### src/rtl/fifo_pkg.sv
// Shared types and constants for the FIFO word reader.
// Holds the byte width default and the reader FSM encoding.
package fifo_pkg;

  localparam int BYTE_W_DEF = 8;

  typedef enum logic [1:0] {
    ST_FILL  = 2'd0,
    ST_DRAIN = 2'd1,
    ST_EMIT  = 2'd2
  } state_e;

endpackage

### src/rtl/word_out_reg.sv
// Output holding register with valid/ready handshake.
// Reports when it can accept a new word this cycle.
module word_out_reg #(
  parameter int DW = 32,
  parameter int KW = 4
) (
  input  logic          clk,
  input  logic          rst,
  input  logic          load_i,
  input  logic [DW-1:0] data_i,
  input  logic [KW-1:0] keep_i,
  input  logic          last_i,
  input  logic          m_ready_i,
  output logic          m_valid_o,
  output logic [DW-1:0] m_data_o,
  output logic [KW-1:0] m_keep_o,
  output logic          m_last_o,
  output logic          free_o
);

  logic          valid_q;
  logic [DW-1:0] data_q;
  logic [KW-1:0] keep_q;
  logic          last_q;

  assign free_o    = !valid_q || m_ready_i;
  assign m_valid_o = valid_q;
  assign m_data_o  = data_q;
  assign m_keep_o  = keep_q;
  assign m_last_o  = last_q;

  // Load a new word when free, otherwise drop valid after a transfer.
  always_ff @(posedge clk) begin
    if (!rst) begin
      valid_q <= 1'b0;
      data_q  <= '0;
      keep_q  <= '0;
      last_q  <= 1'b0;
    end else if (load_i) begin
      valid_q <= 1'b1;
      data_q  <= data_i;
      keep_q  <= keep_i;
      last_q  <= last_i;
    end else if (valid_q && m_ready_i) begin
      valid_q <= 1'b0;
    end
  end

endmodule

### src/rtl/fifo_word_reader.sv
// Reads bytes from an 8-bit FIFO and packs them into words.
// A flush closes a partial word with a keep mask and last flag.
module fifo_word_reader
  import fifo_pkg::*;
#(
  parameter int BYTE_W         = BYTE_W_DEF,
  parameter int BYTES_PER_WORD = 4
) (
  input  logic                             clk,
  input  logic                             rst,
  output logic                             fifo_rd_en,
  input  logic [BYTE_W-1:0]                fifo_data,
  input  logic                             fifo_empty,
  input  logic                             flush,
  output logic                             busy,
  output logic                             m_valid,
  input  logic                             m_ready,
  output logic [BYTE_W*BYTES_PER_WORD-1:0] m_data,
  output logic [BYTES_PER_WORD-1:0]        m_keep,
  output logic                             m_last
);

  localparam int BPW = BYTES_PER_WORD;
  localparam int CW  = $clog2(BPW + 1);

  state_e                       state_q, state_d;
  logic [CW-1:0]                cnt_q, cnt_d;
  logic                         inflight_q;
  logic [BPW-1:0][BYTE_W-1:0]   pack_q, pack_d;
  logic [BPW-1:0][BYTE_W-1:0]   ld_data;
  logic [BPW-1:0]               ld_keep;
  logic                         ld_last;
  logic                         load;
  logic                         out_free;
  logic                         full;
  logic [CW:0]                  occ;

  assign full = (cnt_q == CW'(BPW));
  assign occ  = {1'b0, cnt_q} + {{CW{1'b0}}, inflight_q};
  assign busy = (state_q != ST_FILL);

  assign fifo_rd_en = rst && (state_q == ST_FILL) && !fifo_empty
                      && (occ < (CW+1)'(BPW));

  // Lanes past the byte count are zeroed so partial words are clean.
  always_comb begin
    for (int i = 0; i < BPW; i++) begin
      ld_keep[i] = (CW'(i) < cnt_q);
      ld_data[i] = pack_q[i] & {BYTE_W{ld_keep[i]}};
    end
  end

  // Next-state: byte capture, word hand-off and flush sequencing.
  always_comb begin
    state_d = state_q;
    cnt_d   = cnt_q;
    pack_d  = pack_q;
    load    = 1'b0;
    ld_last = 1'b0;
    for (int i = 0; i < BPW; i++) begin
      if (inflight_q && cnt_q == CW'(i)) pack_d[i] = fifo_data;
    end
    if (inflight_q) cnt_d = cnt_q + CW'(1);
    unique case (state_q)
      ST_FILL: begin
        if (full && out_free) load = 1'b1;
        if (flush) state_d = ST_DRAIN;
      end
      ST_DRAIN: begin
        if (!inflight_q) begin
          if (cnt_q == '0) begin
            state_d = ST_FILL;
          end else if (full) begin
            if (out_free) begin
              load    = 1'b1;
              ld_last = 1'b1;
              state_d = ST_FILL;
            end
          end else begin
            state_d = ST_EMIT;
          end
        end
      end
      ST_EMIT: begin
        if (out_free) begin
          load    = 1'b1;
          ld_last = 1'b1;
          state_d = ST_FILL;
        end
      end
      default: state_d = ST_FILL;
    endcase
    if (load) cnt_d = '0;
  end

  // State, counter, in-flight flag and pack register.
  always_ff @(posedge clk) begin
    if (!rst) begin
      state_q    <= ST_FILL;
      cnt_q      <= '0;
      inflight_q <= 1'b0;
      pack_q     <= '0;
    end else begin
      state_q    <= state_d;
      cnt_q      <= cnt_d;
      inflight_q <= fifo_rd_en;
      pack_q     <= pack_d;
    end
  end

  word_out_reg #(
    .DW(BYTE_W * BPW),
    .KW(BPW)
  ) u_out (
    .clk      (clk),
    .rst      (rst),
    .load_i   (load),
    .data_i   (ld_data),
    .keep_i   (ld_keep),
    .last_i   (ld_last),
    .m_ready_i(m_ready),
    .m_valid_o(m_valid),
    .m_data_o (m_data),
    .m_keep_o (m_keep),
    .m_last_o (m_last),
    .free_o   (out_free)
  );

endmodule

### config.mk
export PLATFORM = sky130hd
export DESIGN_NAME = fifo_word_reader
export DESIGN_NICKNAME = d
export VERILOG_FILES = /design/src/rtl/fifo_pkg.sv /design/src/rtl/word_out_reg.sv /design/src/rtl/fifo_word_reader.sv
export SDC_FILE = /design/constraint.sdc
export NUM_CORES = 1
export LEC_CHECK = 0
export BUFFER_PORTS_ARGS = -buffer_cell sky130_fd_sc_hd__buf_2
export CORE_MARGIN = 2
export CORE_UTILIZATION = 40
export CTS_BUF_LIST = sky130_fd_sc_hd__clkbuf_8 sky130_fd_sc_hd__clkbuf_16
export CTS_CLUSTER_DIAMETER = 100
export DETAILED_ROUTE_END_ITERATION = 8
export PLACE_DENSITY = 0.6
export SETUP_SLACK_MARGIN = 0.5
export SYNTH_ARGS = -nofsm -noshare
export SYNTH_HDL_FRONTEND = slang
export SYNTH_HIERARCHICAL = 1
export SYNTH_SLANG_ARGS = --single-unit
### constraint.sdc
create_clock -name clk -period 2.4 [get_ports clk]
set_clock_uncertainty 0.05 [all_clocks]
set_input_delay 0.48 -clock clk [delete_from_list [all_inputs] [get_ports clk]]
set_output_delay 0.48 -clock clk [all_outputs]
set_load 0.03 [all_outputs]
==> summary.md <==
| Metric | Value |
|---|---|
| Crit. End Element | `output port` |
| Syn_nets | `382` |
| Combinational fraction of design power | `approximately 7.5%` |
| Top cells by area, synth | `dfxtp_1, nor2b_1, mux2i_1, a21boi_0, nand2_1` |
| Post-Synth XOR/XNOR Area | `less than 1%` |
| Simple-gate area share of the yosys netlist | `~25%` |
| Global Route Usage Sum | `17.0%` |
| Busiest layer in global routing | `met2` |
| Pwr/cell area | `about 600 nW/µm²` |
| Max-Cap Viols | `0` |
| Clock buffer depth | `2` |
| Filler cells | `800` |
| Synth area leader | `dfxtp_1` |
| Final #Nets | `~440` |
| Met2 Usage GRT | `between 20% and 30%` |
| Rows | `33` |
| Non-filler cells, final | `between 500 and 600` |
| Core ar. | `8220 µm²` |
| Clock Sinks | `76` |
| Hold Fails Final Rpt | `0` |
| Worst setup SP type | `flip-flop` |
| Placed Cells | `about 500` |
| Clock share of power | `around two fifths` |
| Layout cells sized above 1 | `around a quarter` |
| Crit path from | `state_q[1]` |
| Pre-antenna DRT Iters | `5` |
| Distinct cells, synth | `37` |
| Min Clock Period, post-route | `~1900 ps` |
| Routing usage on met3 | `4.70%` |
| Register area share after synthesis | `~45%` |
| Hold Path Origin | `fifo_empty` |
| Register area | `between 1500 and 2000 µm²` |
| Reg2reg path depth | `9` |
| Critical Path AT | `about 1400 ps` |
| First-pass GRT wire length | `approximately 12,000 µm` |
| Via count | `2,529` |
| Initial Util | `between 40% and 50%` |
| Critical-path maximum fanout | `3` |
| Cells after synthesis | `362` |
| Setup TNS | `0 ps` |
| Crit share post-route | `about 79%` |
| DRC violations left | `0` |
| Post-synthesis compound-gate area fraction | `between 9 and 10%` |
| Area Overhead vs Synth | `21.3%` |
| CTS Root Cell | `clkbuf_8` |
| Largest net degree at the start of global routing | `51` |
| Total Wirelength | `just over 7000 µm` |
| Placed cell area | `between 3000 and 4000 µm²` |
| GRT met1 Usage | `between 20% and 30%` |
| Worst vdd ir | `between 0.0003 and 0.0004 V` |
| Proportion of synthesized area in mux cells | `10.9%` |
| Cts hold-fix bufs | `0` |
| Finished Cell Area | `4110 µm²` |
| Avg WL per Cell | `about 14 µm` |
| Die W | `about 96 µm` |
| P_leak | `roughly 0.0016 µW` |
| Area of the multi-input gates | `1720 µm²` |
| EDFF count, synth | `0` |
| Die Height | `a little under 100 µm` |
| Initial drt markers | `around 110` |
| Setup Viol. Count Final | `0` |
| RSZ-0062 raised after global routing | `true` |
| Syn_area_per_cell | `just over 9 µm²` |
| Psw | `around 600 µW` |
| Worst r2r src | `state_q[0]` |
| Primary FF master, synth | `dfxtp_1` |
| Switching share of power | `23.9%` |
| Io pins | `53` |
| Yosys warns | `6` |
| Total CTS buffers | `9` |
| Slew Viols, Final | `0` |
| Cell-internal power | `1930 µW` |
| Initial antenna violation count | `0` |
| Detail Route Antenna Nets | `0` |
| Hold_ws | `~290 ps` |
| CTS tree | `built` |
| Area share of the largest cell type after synthesis | `between 40% and 50%` |
| Hold Path Class | `input port to flip-flop` |
| Worst slew pin tran | `slightly above 700 ps` |
| CP Data Required Time | `between 1500 and 2000 ps` |
| Headroom to the max-slew limit | `53.0%` |
| H-tree depth | `3` |
| Vias in the first global route | `approximately 2.4k` |
| # diodes | `0` |
| Largest family of logic cells by synthesized area | `simple AND/OR/NAND/NOR gates` |
| Vias/cell | `around 4.7` |
| Port Buf Inserts | `52` |
| Fraction of registers with async set/reset | `0%` |
| Worst skew pair latency | `between 300 and 400 ps` |
| #FFs+latches synth | `76` |
| Pwr Total | `approximately 2500 µW` |
| Clk pin slew, worst setup/hold paths | `approximately 80 ps` |
| Syn Std Cell Area | `about 3400 µm²` |
| DP HPWL | `roughly 4800 µm` |
| Synth Area in Adders | `under 10%` |
| Run status | `finished clean` |
| Grt ovf | `0` |
| Worst hold stages | `2` |
| DIE AREA | `around 9200 µm²` |
| F_max | `approximately 530 MHz` |
| Crit Path Class | `flip-flop to output port` |
| GPL Wtd Cong | `between 0.8 and 0.9` |
| Reg power frac | `approximately half` |
## state kept, by name, summed over array words and instances, names as in the netlist
| signal | flops |
|---|---|
| u_out/m_last_o | 1 |
| cnt_q | 3 |
| u_out/m_data_o | 32 |
| inflight_q | 1 |
| u_out/m_keep_o | 4 |
| state_q | 2 |
| u_out/m_valid_o | 1 |
| pack_q | 32 |
## layout by cell type (no fill, tap or decap), types with 2 or more instances in the layout
cell / Yosys / routed
mux2i_1: 37 / 37
dfxtp_4: 0 / 6
bufinv_16: 0 / 2
nand2b_1: 2 / 2
clkbuf_8: 0 / 9
and3_1: 5 / 4
buf_4: 4 / 18
inv_1: 10 / 7
clkinv_2: 0 / 3
a21oi_1: 4 / 4
a21boi_1: 4 / 4
ha_1: 7 / 5
nor2_1: 2 / 2
dfxtp_1: 76 / 70
nand2_1: 55 / 54
buf_2: 2 / 51
inv_4: 0 / 3
nand3_1: 19 / 19
buf_12: 2 / 2
a21boi_0: 29 / 29
and2_1: 8 / 8
nor2b_1: 63 / 63
## synth_stat cells, types with 3 or more instances
library cell	number
clkbuf_1	10
nor2b_1	63
buf_4	4
a21boi_0	29
and2_1	8
buf_6	3
ha_1	7
a21boi_1	4
nand3_1	19
nand2_1	55
inv_1	10
a21oi_1	4
dfxtp_1	76
mux2i_1	37
and3_1	5
## metal layers
metal / wire, µm / vias up
met3: 328 / 12
li1: - / 1316
met2: 3070 / 52
met1: 3680 / 1149
met4: 190 / 0
met5: 0 / -
## cell families after synthesis
| kind of cell | count (synthesis) |
|---|---|
| buffers and inverters | 33 |
| and+or+nand+nor | 161 |
| xor gates and xnor gates | 2 |
| adders and majority gates | 7 |
| DFF | 76 |
| AOI/OAI and AO/OA | 46 |
| muxes | 37 |
## layout make-up
| cell class | instances | share of cell area [%] |
|---|---|---|
| Timing Repair Buffer | 72 | 11.1 |
| Clock buffer | 9 | 3.01 |
| Inverter | 11 | 1.19 |
| Clock inverter | 7 | 2.22 |
| Multi-Input combinational cell | 253 | 41.7 |
| Sequential cell | 76 | 37.6 |
| Tap cell | 105 | 3.20 |
## metrics by stage
stage	utilization (%)	setup WS [ps]
6_report	50.0	505
2_1_floorplan	-	508
4_1_cts	48.8	487
3_5_place_dp	45.2	347
3_3_place_gp	45.2	449
5_1_grt	50.0	429
## path summary, 6_finish.rpt
| path | endpoint | slack (ps) |
|---|---|---|
| hold / removal | inflight_q | 290 |
| hold reg to reg | pack_q[13] | 410 |
| setup reg to reg | u_out/m_data_o[27] | 600 |
| setup / recovery | busy | 500 |
## power by group through the flow
stage / Sequential [µW] / Combinational (µW) / Clock, µW
2_1_floorplan: 1310 / 126 / 0
3_3_place_gp: 1320 / 164 / 0
3_5_place_dp: 1320 / 165 / 0
4_1_cts: 1290 / 178 / 1090
5_1_grt: 1290 / 208 / 1150
6_report: 1280 / 189 / 1070
## worst max-delay path, cell delays in order (launching register included)
cell and delay [ps]:
dfxtp_4 360, inv_4 40, ha_4 160, buf_4 130, inv_1 100, buf_2 210
## timing repair
action                                 CTS  global route
setup endpoints to repair               38            38
endpoints found under the hold margin    0             0
pin swaps                                2             3
gates resized for setup                 20            10
setup buffers                            3             6
gates cloned                             0             1
Power figures use the tool's default switching activity.
